$ cat src/rtl/time_set_ctrl.sv
// time_set_ctrl: run/set mode sequencer for the 12h clock counter chain.
// Turns debounced buttons into advance pulses with hold auto-repeat,
// idle timeout back to RUN, seconds gating and field blink enables.
//
// Ports:
//   clk, rst (sync, active-high)
//   btn_mode     rising edge steps RUN -> SET_HR -> SET_MIN -> ...
//   btn_adv      rising edge / hold advances the field being set
//   run_enb      seconds tick may reach the counter chain
//   clr_sec      1-cycle clear of seconds on leaving SET_MIN
//   adv_min      1-cycle advance pulse for minutes
//   adv_hr       1-cycle advance pulse for hours
//   blink_min    blank minute digits this phase
//   blink_hr     blank hour digits this phase
//   alm_adv_min  1-cycle alarm-minute advance (alarm build only)
//   alm_adv_hr   1-cycle alarm-hour advance (alarm build only)
//   mode         current state: RUN=0 SET_HR=1 SET_MIN=2 ALM_HR=3 ALM_MIN=4
//
// Build option: define ALARM_SET_EN to add the ALM_HR/ALM_MIN set states.

module time_set_ctrl #(
    parameter int CLK_HZ     = 100_000_000,
    parameter int HOLD_MS    = 500,
    parameter int REPEAT_MS  = 200,
    parameter int TIMEOUT_MS = 10_000,
    parameter int BLINK_MS   = 250
) (
    input  logic       clk,
    input  logic       rst,
    input  logic       btn_mode,
    input  logic       btn_adv,
    output logic       run_enb,
    output logic       clr_sec,
    output logic       adv_min,
    output logic       adv_hr,
    output logic       blink_min,
    output logic       blink_hr,
    output logic       alm_adv_min,
    output logic       alm_adv_hr,
    output logic [2:0] mode
);

    localparam int DIV    = CLK_HZ / 1000;
    localparam int DW     = $clog2(DIV + 1);
    localparam int RMAX   = (HOLD_MS > REPEAT_MS) ? HOLD_MS : REPEAT_MS;
    localparam int RW     = $clog2(RMAX + 1);
    localparam int TW     = $clog2(TIMEOUT_MS + 1);
    localparam int BW     = $clog2(BLINK_MS + 1);

    typedef enum logic [2:0] {
        ST_RUN     = 3'd0,
        ST_SET_HR  = 3'd1,
        ST_SET_MIN = 3'd2,
        ST_ALM_HR  = 3'd3,
        ST_ALM_MIN = 3'd4
    } state_t;

    state_t        state, state_n, nxt;
    logic [DW-1:0] div_cnt, div_n;
    logic [RW-1:0] rep_cnt, rep_cnt_n;
    logic          rep_on, rep_on_n;
    logic [TW-1:0] idle_cnt, idle_cnt_n;
    logic [BW-1:0] blink_cnt, blink_cnt_n;
    logic          phase, phase_n;
    logic          mode_q, adv_q;
    logic          ms_tick, mode_edge, adv_edge, fire;
    logic          run_enb_n, clr_sec_n, adv_min_n, adv_hr_n;
    logic          blink_min_n, blink_hr_n, alm_adv_min_n, alm_adv_hr_n;
    logic          hr_view, min_view;

    assign ms_tick   = (div_cnt == DW'(DIV - 1));
    assign mode_edge = btn_mode & ~mode_q;
    assign adv_edge  = btn_adv & ~adv_q;
    assign mode      = state;

    always_comb begin
        case (state)
            ST_RUN:     nxt = ST_SET_HR;
            ST_SET_HR:  nxt = ST_SET_MIN;
`ifdef ALARM_SET_EN
            ST_SET_MIN: nxt = ST_ALM_HR;
            ST_ALM_HR:  nxt = ST_ALM_MIN;
`endif
            default:    nxt = ST_RUN;
        endcase
    end

    always_comb begin
        state_n     = state;
        div_n       = ms_tick ? '0 : div_cnt + 1'b1;
        rep_cnt_n   = rep_cnt;
        rep_on_n    = rep_on;
        idle_cnt_n  = idle_cnt;
        blink_cnt_n = blink_cnt;
        phase_n     = phase;
        fire        = 1'b0;
        clr_sec_n   = 1'b0;

        if (mode_edge) begin
            // mode change beats any advance due this cycle
            state_n    = nxt;
            rep_cnt_n  = '0;
            rep_on_n   = 1'b0;
            idle_cnt_n = '0;
            clr_sec_n  = (state == ST_SET_MIN);
        end else if (state != ST_RUN) begin
            if (!btn_adv || adv_edge) begin
                rep_cnt_n = '0;
                rep_on_n  = 1'b0;
                fire      = adv_edge;
            end else if (ms_tick) begin
                // first the hold delay, then the repeat period
                if (!rep_on) begin
                    if (rep_cnt == RW'(HOLD_MS - 1)) begin
                        fire      = 1'b1;
                        rep_on_n  = 1'b1;
                        rep_cnt_n = '0;
                    end else begin
                        rep_cnt_n = rep_cnt + 1'b1;
                    end
                end else if (rep_cnt == RW'(REPEAT_MS - 1)) begin
                    fire      = 1'b1;
                    rep_cnt_n = '0;
                end else begin
                    rep_cnt_n = rep_cnt + 1'b1;
                end
            end

            if (btn_adv) begin
                idle_cnt_n = '0;
            end else if (ms_tick) begin
                if (idle_cnt == TW'(TIMEOUT_MS - 1)) begin
                    state_n    = ST_RUN;
                    idle_cnt_n = '0;
                end else begin
                    idle_cnt_n = idle_cnt + 1'b1;
                end
            end
        end else begin
            rep_cnt_n  = '0;
            rep_on_n   = 1'b0;
            idle_cnt_n = '0;
        end

        // an advance restarts the half-period with digits shown
        if (fire) begin
            blink_cnt_n = '0;
            phase_n     = 1'b0;
        end else if (ms_tick) begin
            if (blink_cnt == BW'(BLINK_MS - 1)) begin
                blink_cnt_n = '0;
                phase_n     = ~phase;
            end else begin
                blink_cnt_n = blink_cnt + 1'b1;
            end
        end

        adv_hr_n  = fire & (state == ST_SET_HR);
        adv_min_n = fire & (state == ST_SET_MIN);
`ifdef ALARM_SET_EN
        alm_adv_hr_n  = fire & (state == ST_ALM_HR);
        alm_adv_min_n = fire & (state == ST_ALM_MIN);
        hr_view   = (state_n == ST_SET_HR) || (state_n == ST_ALM_HR);
        min_view  = (state_n == ST_SET_MIN) || (state_n == ST_ALM_MIN);
        run_enb_n = (state_n == ST_RUN) || (state_n == ST_ALM_HR) ||
                    (state_n == ST_ALM_MIN);
`else
        alm_adv_hr_n  = 1'b0;
        alm_adv_min_n = 1'b0;
        hr_view   = (state_n == ST_SET_HR);
        min_view  = (state_n == ST_SET_MIN);
        run_enb_n = (state_n == ST_RUN);
`endif
        blink_hr_n  = phase_n & hr_view;
        blink_min_n = phase_n & min_view;
    end

    always_ff @(posedge clk) begin
        if (rst) begin
            state       <= ST_RUN;
            div_cnt     <= '0;
            rep_cnt     <= '0;
            rep_on      <= 1'b0;
            idle_cnt    <= '0;
            blink_cnt   <= '0;
            phase       <= 1'b0;
            mode_q      <= 1'b0;
            adv_q       <= 1'b0;
            run_enb     <= 1'b1;
            clr_sec     <= 1'b0;
            adv_min     <= 1'b0;
            adv_hr      <= 1'b0;
            blink_min   <= 1'b0;
            blink_hr    <= 1'b0;
            alm_adv_min <= 1'b0;
            alm_adv_hr  <= 1'b0;
        end else begin
            state       <= state_n;
            div_cnt     <= div_n;
            rep_cnt     <= rep_cnt_n;
            rep_on      <= rep_on_n;
            idle_cnt    <= idle_cnt_n;
            blink_cnt   <= blink_cnt_n;
            phase       <= phase_n;
            mode_q      <= btn_mode;
            adv_q       <= btn_adv;
            run_enb     <= run_enb_n;
            clr_sec     <= clr_sec_n;
            adv_min     <= adv_min_n;
            adv_hr      <= adv_hr_n;
            blink_min   <= blink_min_n;
            blink_hr    <= blink_hr_n;
            alm_adv_min <= alm_adv_min_n;
            alm_adv_hr  <= alm_adv_hr_n;
        end
    end

endmodule

$ cat config.mk
export PLATFORM = sky130hd
export DESIGN_NAME = time_set_ctrl
export DESIGN_NICKNAME = d
export VERILOG_FILES = /design/src/rtl/time_set_ctrl.sv
export SDC_FILE = /design/constraint.sdc
export NUM_CORES = 1
export LEC_CHECK = 0
export BUFFER_PORTS_ARGS = -buffer_cell sky130_fd_sc_hd__buf_2
export CAP_MARGIN = 30
export CORE_ASPECT_RATIO = 0.5
export CORE_UTILIZATION = 35
export CTS_BUF_LIST = sky130_fd_sc_hd__clkbuf_16
export DETAILED_ROUTE_END_ITERATION = 7
export MAX_ROUTING_LAYER = met4
export PLACE_DENSITY = 0.51
export SETUP_SLACK_MARGIN = 0.15
export SLEW_MARGIN = 20
export SYNTH_ARGS = -nofsm -noshare
export SYNTH_HDL_FRONTEND = slang
export SYNTH_SLANG_ARGS = --single-unit
$ cat constraint.sdc
create_clock -name clk -period 1.7 [get_ports clk]
set_clock_uncertainty 0.05 [all_clocks]
set_input_delay 0.17 -clock clk [delete_from_list [all_inputs] [get_ports clk]]
set_output_delay 0.17 -clock clk [all_outputs]
set_load 0.05 [all_outputs]
Word level (Yosys, flattened, before mapping)
Index checks and enable logic that the tools add are counted.
{"block": "word_totals", "inputBits": 4, "out_inout_bits": 11, "elab_cells": 71, "reg_bits": 61}
{"block": "classes", "addsub": 4, "eq_ne": 9, "bitwise_logic": 11, "n_mux": 22, "reduce_logical": 10}
{"operator": "$mux W9", "count": 3}
{"operator": "$add A17 B1 Y17 const B", "count": 1}
{"operator": "$eq A17 B17 Y1 const B", "count": 1}
{"operator": "$mux W3", "count": 5}
{"operator": "$add A14 B1 Y14 const B", "count": 1}
{"operator": "$eq A14 B14 Y1 const B", "count": 1}
{"operator": "$mux W14", "count": 1}
{"operator": "$mux W1", "count": 11}
{"operator": "$add A9 B1 Y9 const B", "count": 1}
{"operator": "$eq A9 B8 Y1 const B", "count": 1}
{"operator": "$eq A9 B9 Y1 const B", "count": 1}
{"operator": "$add A8 B1 Y8 const B", "count": 1}
{"operator": "$eq A8 B8 Y1 const B", "count": 1}
{"operator": "$mux W8", "count": 1}
{"operator": "$reduce_or A4 Y1", "count": 2}
{"operator": "$and A1 B1 Y1", "count": 6}
{"operator": "$eq A3 B1 Y1 const B", "count": 2}
{"operator": "$eq A3 B2 Y1 const B", "count": 2}
{"operator": "$logic_not A3 Y1", "count": 2}
{"operator": "$reduce_or A2 Y1", "count": 3}
{"operator": "$not A1 Y1", "count": 5}
{"operator": "$pmux W2 S2", "count": 1}
{"operator": "$reduce_bool A3 Y1", "count": 1}
{"operator": "$logic_not A1 Y1", "count": 1}
{"operator": "$logic_or A1 B1 Y1", "count": 1}

Logic depth before layout (Yosys ltp)
{"block": "depth", "depth_word": 9, "ltp_mapped": 9, "ltp_nobuf": 7}

Least setup slack after synthesis
No wires, ideal clock.
{"block": "synth_timing", "path_kind": "flip-flop to flip-flop", "startpoint": "register state[2] (netlist: mode[2])", "endpoint": "register blink_min", "t_required_ns": 1.500, "setup_time_ns": 0.150, "n_path_buf": 0, "path_stages_with_launch": 6, "arrival_ns": 1.726, "slack_ns": -0.226, "period_less_slack_ns": 1.926, "path_cell_list": "dfxtp_1 -> nor2_1 -> a21oi_1 -> nand2_1 -> o21ai_0 -> nor4_1"}
{"block": "synth_between", "elab_chain_cells": 7, "word_cells_on_any_way": 14, "classes_between": "2 x eq/ne; 9 x mux; 1 x bitwise; 2 x reduce/logical"}
{"item": "from (decl)", "line_no": "58", "rtl": "state_t state, state_n, nxt;"}
{"item": "from (signal assigned)", "line_no": "198", "rtl": "state <= state_n;"}
{"item": "$mux W3", "line_no": "132", "rtl": "if (idle_cnt == TW'(TIMEOUT_MS - 1)) begin"}
{"item": "$mux W3", "line_no": "131", "rtl": "end else if (ms_tick) begin"}
{"item": "$mux W3", "line_no": "129", "rtl": "if (btn_adv) begin"}
{"item": "$mux W3", "line_no": "106", "rtl": "end else if (state != ST_RUN) begin"}
{"item": "$mux W3", "line_no": "99", "rtl": "if (mode_edge) begin"}
{"item": "$eq A3 B2 Y1", "line_no": "171", "rtl": "min_view = (state_n == ST_SET_MIN);"}
{"item": "$and A1 B1 Y1 (*)", "line_no": "175", "rtl": "blink_min_n = phase_n & min_view;"}
{"item": "to (signal assigned)", "line_no": "211", "rtl": "blink_min <= blink_min_n;"}
{"item": "to (decl)", "line_no": "36", "rtl": "output logic blink_min,"}
Mark *: on every way between the ends. The rest lies on a longest branch, timed or not.
A chain may end at the register's enable or synchronous reset.

Worst setup path after layout
{"block": "layout_timing", "startpoint": "register idle_cnt[12]", "endpoint": "register blink_min"}
{"block": "layout_between", "elab_chain_cells": 8}
{"item": "from (decl)", "line_no": "62", "rtl": "logic [TW-1:0] idle_cnt, idle_cnt_n;"}
{"item": "from (signal assigned)", "line_no": "202", "rtl": "idle_cnt <= idle_cnt_n;"}
{"item": "$eq A14 B14 Y1", "line_no": "132"}
{"item": "$mux W3", "line_no": "132"}
{"item": "$mux W3", "line_no": "131"}
{"item": "$mux W3", "line_no": "129"}
{"item": "$mux W3", "line_no": "106"}
{"item": "$mux W3", "line_no": "99"}
{"item": "$eq A3 B2 Y1", "line_no": "171"}
{"item": "$and A1 B1 Y1", "line_no": "175"}
No other way between the ends.

==> impl_results.md <==
- Worst path buffer plus inverter count: 0
- IO Count: 15
- Overall routed net length: 6.81 mm
- Peak VDD IR: 0.466 mV
- Startpoint Class: flip-flop
- Worst-Skew Late Latency: 0.33 ns
- Worst hold stages: 2
- Top_reg_cell synth: dfxtp_1
- R2R depth: 5
- Cells after Synth: 317
- Vias/cell: 4.89
- Vias in the first global route: 2,402
- Final core utilization: 56.6%
- Initial antenna violation count: 0
- R2R Setup Slk: -0.08 ns
- ANT nets after route: 0
- Leading area contributor after synthesis: dfxtp_1
- Synth cell types: 49
- Hold Crit Class: input pin to flip-flop
- Hold path start: btn_mode
- Crit path kind: flip-flop to flip-flop
- RR Endpoint: blink_min
- Crit share post-route: 105%
- Final hold violations: 0
- Height of the die: 65.7 um
- Cell Rows: 22
- WHS: 0.0375 ns
- Setup WS post-layout: -0.0775 ns
- Sequential area share after synthesis: 43.0%
- Via count: 2,500
- Leakage: 1.73 nW
- Number of synthesized flops with an enable pin: 0
- Cells along the critical path: or4b_4 -> nor4_4 -> a21oi_4 -> a31oi_2 -> nor4_2
- # H-tree levels: 3
- Syn avg cell area: 8.96 sq um
- Syn. warnings: 0
- Routed WL per cell: 13.3 um
- CP endpoint kind: flip-flop
- CP top delay family: simple AND/OR/NAND/NOR gates
- Global route overflow: 0
- FF+latch count, synth: 61
- Crit-path max FO: 5
- RSZ-0062 raised after global routing: yes
- Synth top area share: 43.0%
- Fin. max-slew vios: 0
- WP data arrival: 1.94 ns
- Synth-to-Final Area Change: 51.3%
- Post-synthesis async set-or-reset flop share: 0%
- Final TNS setup: -0.478 ns
- Worst Path Required: 1.87 ns
- Post-layout min period: 1.78 ns
- RePlAce Congestion: 0.771
- Max Buffers Root-to-Sink: 2
- Root buffer cell: clkbuf_16
- Max Cap Viol: 0
- Initial DRC count: 117
- Num Clock Sinks: 61
- Post-route cell area: 4300 sq um
- Core Area: 7600 sq um
- Reg2reg start: idle_cnt[12]
- Status: finished with violations
- Max incr delay on CP: 0.57 ns
- Nets: 407
- Hold endpoint: mode_q
- Failing checks: negative setup slack
- TritonCTS clock tree: yes
- Final setup violation count: 13
- # port buffers: 12
- Post-synth top cells: dfxtp_1 (61), nor2_1 (57), xor2_1 (29)
- Count leader, synth: dfxtp_1
- GRT Total Usage: 18.5%
- First-pass GRT wire length: 11.4 mm
- Die X: 129 um
- Die Area: 8500 sq um
- DP Wirelength: 4.09 mm
- Largest net degree at the start of global routing: 17
- CTS Buf Count: 9
- Filler cell count: 683
- Clock transition at path regs: 0.05 ns
- Pwr dens: 780 nW/um^2
- Initial Util: 37.4%
- Fmax: 563 MHz
- DRC: 0
- Largest cells by area after synthesis: dfxtp_1 (43%), xor2_1 (8.9%), nor2_1 (7.5%), xnor2_1 (4.6%), nand4_1 (3.5%)
- Placement Cell Area: 3410 sq um
- Share of layout cells above drive strength 1: 40.7%
- Ant. Diodes: 0
- Mapped cell area: 2840 sq um
- Initial DRT Pass Iterations: 4
- Slowest-stage cell, CP: or4b_4
per-layer routing:
layer,track usage [%],up-vias,part of all wire (%)
met3,6.35,6,3.0
met1,20.7,1210,45
met5,-,-,0
met2,30.8,24,51
met4,6.62,0,0.71
li1,-,1260,-
flip-flops by register name, indices dropped and copies added, names as in the netlist:
register   count
rep_on         1
div_cnt       17
blink_cnt      8
adv_q          1
adv_min        1
mode           3
blink_min      1
run_enb        1
phase          1
clr_sec        1
blink_hr       1
mode_q         1
rep_cnt        9
adv_hr         1
idle_cnt      14
worst max path at each step:
stage                      start           end  slack, ns  cells past startpoint
floorplan             div_cnt[0]       run_enb       0.07                      9
global placement      div_cnt[1]  idle_cnt[13]      -0.11                      6
detailed placement    div_cnt[1]  idle_cnt[11]      -0.13                      6
CTS                   div_cnt[1]    div_cnt[3]      -0.06                      8
global route        idle_cnt[12]     blink_min      -0.14                      5
finish              idle_cnt[12]     blink_min      -0.08                      5
power breakdown:
| group | internal, mW | switching (mW) |
|---|---|---|
| clock network | 1.11 | 0.614 |
| registers | 1.45 | 0.0127 |
| logic | 0.0638 | 0.105 |
what timing repair did:
action,CTS,global route
buffers inserted,16,5
hold endpoints to repair,0,0
gates cloned,1,1
setup endpoints to repair,57,57
hold buffers,0,0
pin swaps,39,33
resized for setup,47,32
worst reg2reg max path: stages, from the launching register on:
cell and delay [ns]:
dfxtp_2 0.31, or4b_4 0.57, nor4_4 0.32, a21oi_4 0.13
a31oi_2 0.23, nor4_2 0.05
stage by stage:
step / instances / worst slack (ns) / power (mW)
2_1_floorplan: 318 / 0.0656 / 1.59
3_3_place_gp: 472 / -0.106 / 1.62
3_5_place_dp: 472 / -0.128 / 1.63
4_1_cts: 505 / -0.0649 / 3.38
5_1_grt: 511 / -0.141 / 3.49
6_report: 511 / -0.0775 / 3.35
area by class of cell:
type	instances	area, sq um	share of cell area (%)
Tap cell	108	135	3.15
Clock buffer	9	225	5.24
Multi-Input combinational cell	239	1880	43.8
Timing Repair Buffer	83	747	17.4
Inverter	4	15.0	0.349
Clock inverter	7	57.6	1.34
Sequential cell	61	1240	28.8
placed cells by master (no fill, tap or decap), types with 6 or more instances in the layout:
master	n
buf_4	52
nor2_1	51
dfxtp_1	51
xor2_1	27
nand2_1	22
nand4_1	16
xnor2_1	14
nand3_1	12
buf_2	12
clkbuf_16	10
dfxtp_2	9
buf_6	9
and3_1	7
buf_12	7
nor3_4	6
cells by family after synthesis:
kind of cell,share of synthesized area [%]
and+or+nand+nor,33.0
DFF,43.0
xor gates and xnor gates,13.6
buffers and inverters,4.27
AOI/OAI and AO/OA,3.83
adders and majority gates,2.20
other,0.132
Power figures use the tool's default switching activity.
